File: config.mk
export PLATFORM = sky130hd
export DESIGN_NAME = inst_feeder_flat
export DESIGN_NICKNAME = d
export VERILOG_FILES = /design/src/rtl/inst_feeder_pkg.sv /design/src/rtl/inst_feeder_if.sv /design/src/rtl/inst_feeder_pc_counter.sv /design/src/rtl/inst_feeder.sv /design/src/flat_wrapper.sv
export SDC_FILE = /design/constraint.sdc
export NUM_CORES = 1
export LEC_CHECK = 0
export CORE_UTILIZATION = 46
export DETAILED_ROUTE_END_ITERATION = 16
export PLACE_DENSITY_LB_ADDON = 0.3
export SETUP_SLACK_MARGIN = 0.1
export SYNTH_ARGS = -nofsm -noshare
export SYNTH_HDL_FRONTEND = slang
export SYNTH_SLANG_ARGS = --single-unit
File: constraint.sdc
create_clock -name Clock -period 2.2 [get_ports Clock]
set_input_delay 0.44 -clock Clock [delete_from_list [all_inputs] [get_ports Clock]]
set_output_delay 0.44 -clock Clock [all_outputs]
set_load 0.01 [all_outputs]
File: src/rtl/inst_feeder_pkg.sv
// Shared types and defaults for the instruction feeder.
// Optional single-step state is present only with INST_FEEDER_SINGLE_STEP_EN.
package inst_feeder_pkg;

  localparam int          DW_DEF        = 16;
  localparam logic [15:0] HALT_WORD_DEF = 16'hFFFF;

  typedef enum logic [2:0] {
    ST_IDLE,
    ST_ADDR,
    ST_WAIT,
    ST_LOAD,
    ST_ISSUE,
    ST_EXEC,
    ST_HALTED
`ifdef INST_FEEDER_SINGLE_STEP_EN
    , ST_STEP
`endif
  } state_e;

endpackage

File: src/rtl/inst_feeder_if.sv
// ROM-side and processor-side signals of the feeder; master = feeder, slave = ROM/proc/top.
// Step exists only with INST_FEEDER_SINGLE_STEP_EN.
interface inst_feeder_if #(
  parameter int AW = 5,
  parameter int DW = 16
);
  logic          Start;
  logic          Done;
  logic [DW-1:0] mem_q;
  logic [AW-1:0] mem_addr;
  logic [DW-1:0] DIN;
  logic          Run;
  logic [AW-1:0] pc;
  logic          Halted;
  logic [15:0]   instr_count;
`ifdef INST_FEEDER_SINGLE_STEP_EN
  logic          Step;
`endif

  modport master (
`ifdef INST_FEEDER_SINGLE_STEP_EN
    input  Step,
`endif
    input  Start, Done, mem_q,
    output mem_addr, DIN, Run, pc, Halted, instr_count
  );

  modport slave (
`ifdef INST_FEEDER_SINGLE_STEP_EN
    output Step,
`endif
    output Start, Done, mem_q,
    input  mem_addr, DIN, Run, pc, Halted, instr_count
  );
endinterface

File: src/rtl/inst_feeder_pc_counter.sv
// AW-bit program counter: synchronous active-low clear, increment enable, wraps modulo 2^AW.
module pc_counter #(
  parameter int AW = 5
) (
  input  logic          clk_i,
  input  logic          clr_n_i,
  input  logic          inc_i,
  output logic [AW-1:0] count_o
);
  logic [AW-1:0] count_q;
  logic [AW-1:0] count_d;

  assign count_d = count_q + AW'(1);
  assign count_o = count_q;

  always_ff @(posedge clk_i) begin
    if (!clr_n_i) begin
      count_q <= '0;
    end else if (inc_i) begin
      count_q <= count_d;
    end
  end
endmodule

File: src/rtl/inst_feeder.sv
// Fetches words from a sync-read ROM, issues them to the processor with a one-cycle Run, waits for Done.
// Optional INST_FEEDER_SINGLE_STEP_EN: after each Done, hold in STEP until a Step pulse.
module inst_feeder
  import inst_feeder_pkg::*;
#(
  parameter int            AW        = 5,
  parameter int            DW        = DW_DEF,
  parameter logic [DW-1:0] HALT_WORD = DW'(HALT_WORD_DEF)
) (
  input logic            Clock,
  input logic            Resetn,
  inst_feeder_if.master  bus
);
  state_e        state_q;
  logic [DW-1:0] din_q;
  logic          run_q;
  logic          halted_q;
  logic [15:0]   cnt_q;
  logic [15:0]   cnt_d;
  logic          pc_inc;
  logic [AW-1:0] pc;

  assign pc_inc = (state_q == ST_EXEC) && bus.Done;
  assign cnt_d  = (cnt_q == 16'hFFFF) ? cnt_q : cnt_q + 16'd1;

  pc_counter #(.AW(AW)) u_pc (
    .clk_i   (Clock),
    .clr_n_i (Resetn),
    .inc_i   (pc_inc),
    .count_o (pc)
  );

  always_ff @(posedge Clock) begin
    if (!Resetn) begin
      state_q  <= ST_IDLE;
      din_q    <= '0;
      run_q    <= 1'b0;
      halted_q <= 1'b0;
      cnt_q    <= '0;
    end else begin
      run_q <= 1'b0;
      case (state_q)
        ST_IDLE:  if (bus.Start) state_q <= ST_ADDR;
        ST_ADDR:  state_q <= ST_WAIT;
        ST_WAIT:  state_q <= ST_LOAD;
        ST_LOAD: begin
          // The halt word is swallowed: DIN keeps the last real instruction.
          if (bus.mem_q == HALT_WORD) begin
            state_q  <= ST_HALTED;
            halted_q <= 1'b1;
          end else begin
            din_q   <= bus.mem_q;
            run_q   <= 1'b1;
            state_q <= ST_ISSUE;
          end
        end
        ST_ISSUE: state_q <= ST_EXEC;
        ST_EXEC: begin
          if (bus.Done) begin
            cnt_q <= cnt_d;
`ifdef INST_FEEDER_SINGLE_STEP_EN
            state_q <= ST_STEP;
`else
            state_q <= ST_ADDR;
`endif
          end
        end
        ST_HALTED: halted_q <= 1'b1;
`ifdef INST_FEEDER_SINGLE_STEP_EN
        ST_STEP:  if (bus.Step) state_q <= ST_ADDR;
`endif
        default:  state_q <= ST_IDLE;
      endcase
    end
  end

  assign bus.mem_addr    = pc;
  assign bus.pc          = pc;
  assign bus.DIN         = din_q;
  assign bus.Run         = run_q;
  assign bus.Halted      = halted_q;
  assign bus.instr_count = cnt_q;
endmodule

File: src/flat_wrapper.sv
// flat-port wrapper written by rule: the top's interface ports become plain ports
module inst_feeder_flat import inst_feeder_pkg::*;
#(
  parameter int            AW        = 5,
  parameter int            DW        = DW_DEF,
  parameter logic [DW-1:0] HALT_WORD = DW'(HALT_WORD_DEF)
)
  (Clock, Resetn, bus_Start, bus_Done, bus_mem_q, bus_mem_addr, bus_DIN, bus_Run, bus_pc, bus_Halted, bus_instr_count);
  inst_feeder_if #(.AW(AW), .DW(DW)) bus_i ();
  input logic Clock;
  input logic Resetn;
  input wire logic [$bits(bus_i.Start)-1:0] bus_Start;
  input wire logic [$bits(bus_i.Done)-1:0] bus_Done;
  input wire logic [$bits(bus_i.mem_q)-1:0] bus_mem_q;
  output wire logic [$bits(bus_i.mem_addr)-1:0] bus_mem_addr;
  output wire logic [$bits(bus_i.DIN)-1:0] bus_DIN;
  output wire logic [$bits(bus_i.Run)-1:0] bus_Run;
  output wire logic [$bits(bus_i.pc)-1:0] bus_pc;
  output wire logic [$bits(bus_i.Halted)-1:0] bus_Halted;
  output wire logic [$bits(bus_i.instr_count)-1:0] bus_instr_count;
  assign bus_i.Start = bus_Start;
  assign bus_i.Done = bus_Done;
  assign bus_i.mem_q = bus_mem_q;
  assign bus_mem_addr = bus_i.mem_addr;
  assign bus_DIN = bus_i.DIN;
  assign bus_Run = bus_i.Run;
  assign bus_pc = bus_i.pc;
  assign bus_Halted = bus_i.Halted;
  assign bus_instr_count = bus_i.instr_count;
  inst_feeder #(.AW(AW), .DW(DW), .HALT_WORD(HALT_WORD)) u_core (.Clock(Clock), .Resetn(Resetn), .bus(bus_i));
endmodule
==> results.toml <==
[outcome]
status = "finished, final reports clean"

[setup_path]
path_delay_family = "buffers and inverters"
critPathMaxFanout = 5
crit_path_top_delay_cell = "clkdlybuf4s50_1"
crit_required_ps = 2370
r2r_setup_slack_ps = 500
crit_path_cell_trace = "clkdlybuf4s50_1 -> and4b_1 -> nand4_4 -> buf_4 -> a311oi_1 -> a211oi_1"
end_kind = "flop"
worst-setup-path-type = "input port to flop"
critPathArrivalTime_ps = 2040
critPathMaxStageDelay_ps = 540
start_kind = "input port"
path_buf_inv = 2

[sta]
hold_viol_final = 0
drv_slew = 0
rsz0062_at_grt = "no"
fmax_mhz = 536.4
tightestPinTransition_ps = 602.4
slew_headroom_pct = 59.84
final.setup.tns_ps = 0
timing.final.crit_share_pct = 84.74
fin_crit_ps = 1864
finalSetupViolCount = 0
fin_skew_ps = 3.653

[power]
vdd_drop_max_uv = 316.2
p_leak_nw = 1.045
power_mw = 1.431
powerDensity_nw_per_um2 = 507.0

[synth]
syn_avg_cell_area_um2 = 9.066
ys_ff_latch = 42
synth_area_um2 = 2067
synth-seq-area-share_pct = 40.68
synth_edf_count = 0
netlist_instances = 228
synth_flop_cell = "dfxtp_1"
synth_cell_types = 50
synth.net_count = 250
synthArstFlopShare_pct = 0
yosys_warnings = 0

[min_path]
hold_class = "flop to flop"

[finish]
fillCellCount = 384
synthToLayoutAreaGrowth_pct = 36.56
nNetsFinal = 312
multi_input_area_um2 = 1105
regArea_um2 = 840.8
utilization_pct = 65.28
n_antenna_cell = 0
drive_gt1_share_pct = 8.935

[routing]
first_iter_violations = 103
ant_nets = 0
drt-pass1-iter-count = 4
vias_per_cell = 5.370
drt-total-wl_um = 4361
drc = 0
dr_total_vias = 1842
wl_per_cell_um = 12.71

[die]
rows = 24
die-width_um = 69.04
io_pins = 64
core-area_um2 = 4324
start_util_pct = 47.80
dieArea_um2 = 4766
die_h_um = 69.04

[global_routing]
grt_pass1_vias = 1659
grt-ovfl-total = 0
grt_pass1_wl_um = 7410
grtUsageTotal_pct = 18.92
grt_start_max_net_pins = 38
antenna_found_initial = 0

[clocking]
clkTransAtPathRegs_ps = 80
clock_latency_ps = 290
max-clock-path-buffers = 2
ctsResizeCount = 0
clkSinkCount = 42
postCtsSetupRepairBufs = 0
postCtsHoldBufs = 0
cts_made_buffers = 5
root_buffer = "clkbuf_8"
h-tree-depth = 2
cts_tree = "built"

[placed_design]
globalplace.congestion = 0.7966
io_buffers = 63
hpwlAfterDp_um = 3169

[run]
drv_cap = 0
-- power breakdown --
| group | switching (mW) | internal, mW | leakage (nW) |
|---|---|---|---|
| Sequential | 0.0151 | 0.774 | 0.339 |
| Clock | 0.258 | 0.253 | 0.0482 |
| Combinational | 0.0568 | 0.0745 | 0.657 |
| Total | 0.330 | 1.10 | 1.04 |
-- stage by stage --
| step | std cells | setup slack [ps] | hold slack (ps) | cell area (um^2) |
|---|---|---|---|---|
| 5_1_grt | 343 | 257.6 | 475.3 | 2823 |
| 3_3_place_gp | 335 | 93.35 | 441.3 | 2731 |
| 4_1_cts | 343 | 349.5 | 462.3 | 2823 |
| 2_1_floorplan | 228 | 540.3 | 479.0 | 2067 |
| 6_report | 343 | 335.8 | 459.0 | 2823 |
| 3_5_place_dp | 335 | 23.55 | 448.1 | 2731 |
-- kinds of logic after synthesis --
kind of cell	Yosys count	synth area share [%]
muxes	19	9.201
and+or+nand+nor	108	30.02
adders and majority gates	2	1.210
buffers and inverters	21	5.871
xor gates and xnor gates	4	1.695
AOI/OAI and AO/OA	32	11.32
DFF	42	40.68
-- sequential cells by signal (all words and copies together) (netlist names) --
register,cells
u_core.state_q,3
u_core.bus.Halted,1
u_core.u_pc.count_o,5
u_core.bus.DIN,16
u_core.bus.Run,1
u_core.bus.instr_count,16
-- placed cells by master (no fill, tap or decap), types with 4 or more instances in the layout --
cell type	instances
buf_4	8
and2_1	5
nand2_1	54
dfxtp_1	42
mux2i_1	19
a21boi_1	7
nand3_1	7
inv_1	4
clkdlybuf4s50_1	62
clkbuf_8	6
nand4_1	9
xnor2_1	4
-- Yosys cell counts (3+ instances only) --
master	instances	area, um^2
o31ai_1	3	22.52
and4_1	3	26.28
buf_6	3	33.78
a21oi_1	3	15.01
mux2i_1	19	190.2
a21boi_1	7	52.55
or3_1	3	18.77
xnor2_1	4	35.03
nand4_1	9	56.30
buf_4	5	37.54
nor2_1	3	11.26
o21ai_0	3	15.01
inv_1	4	15.01
and2_1	5	31.28
o211ai_1	3	22.52
clkbuf_1	8	30.03
nand3_1	7	35.03
dfxtp_1	42	840.8
nand2_1	54	202.7
-- per-layer routing --
| metal | GRT usage [%] | up-vias | share of wire (%) |
|---|---|---|---|
| met1 | 23.33 | 854 | 45 |
| li1 | - | 926 | - |
| met3 | 6.725 | 6 | 7.1 |
| met2 | 30.64 | 56 | 47 |
| met5 | 0 | - | 0 |
| met4 | 6.122 | 0 | 1.1 |
-- worst register-to-register path: stages (launching register included) --
cell     delay [ps]
dfxtp_1         420
ha_1            210
nand3_2         170
nor3_2          430
nor4b_1         280
nor3b_1          90
-- worst paths after layout --
kind                                  start                         end  depth (start not counted)
setup / recovery                   bus_Done  u_core.bus.instr_count[13]                          6
hold / removal           u_core.bus.DIN[11]          u_core.bus.DIN[11]                          2
setup reg to reg  u_core.bus.instr_count[0]  u_core.bus.instr_count[14]                          5
hold reg to reg          u_core.bus.DIN[11]          u_core.bus.DIN[11]                          2
-- cell type report --
cell class | count | area share [%]
multi-input cells | 165 | 39.14
inverters | 4 | 0.5319
clock buffers | 7 | 3.059
repair buffers | 72 | 25.00
well taps | 52 | 2.305
clock inverters | 1 | 0.1773
flip-flops and latches | 42 | 29.79
No activity file was read; power rests on OpenSTA's default activity.
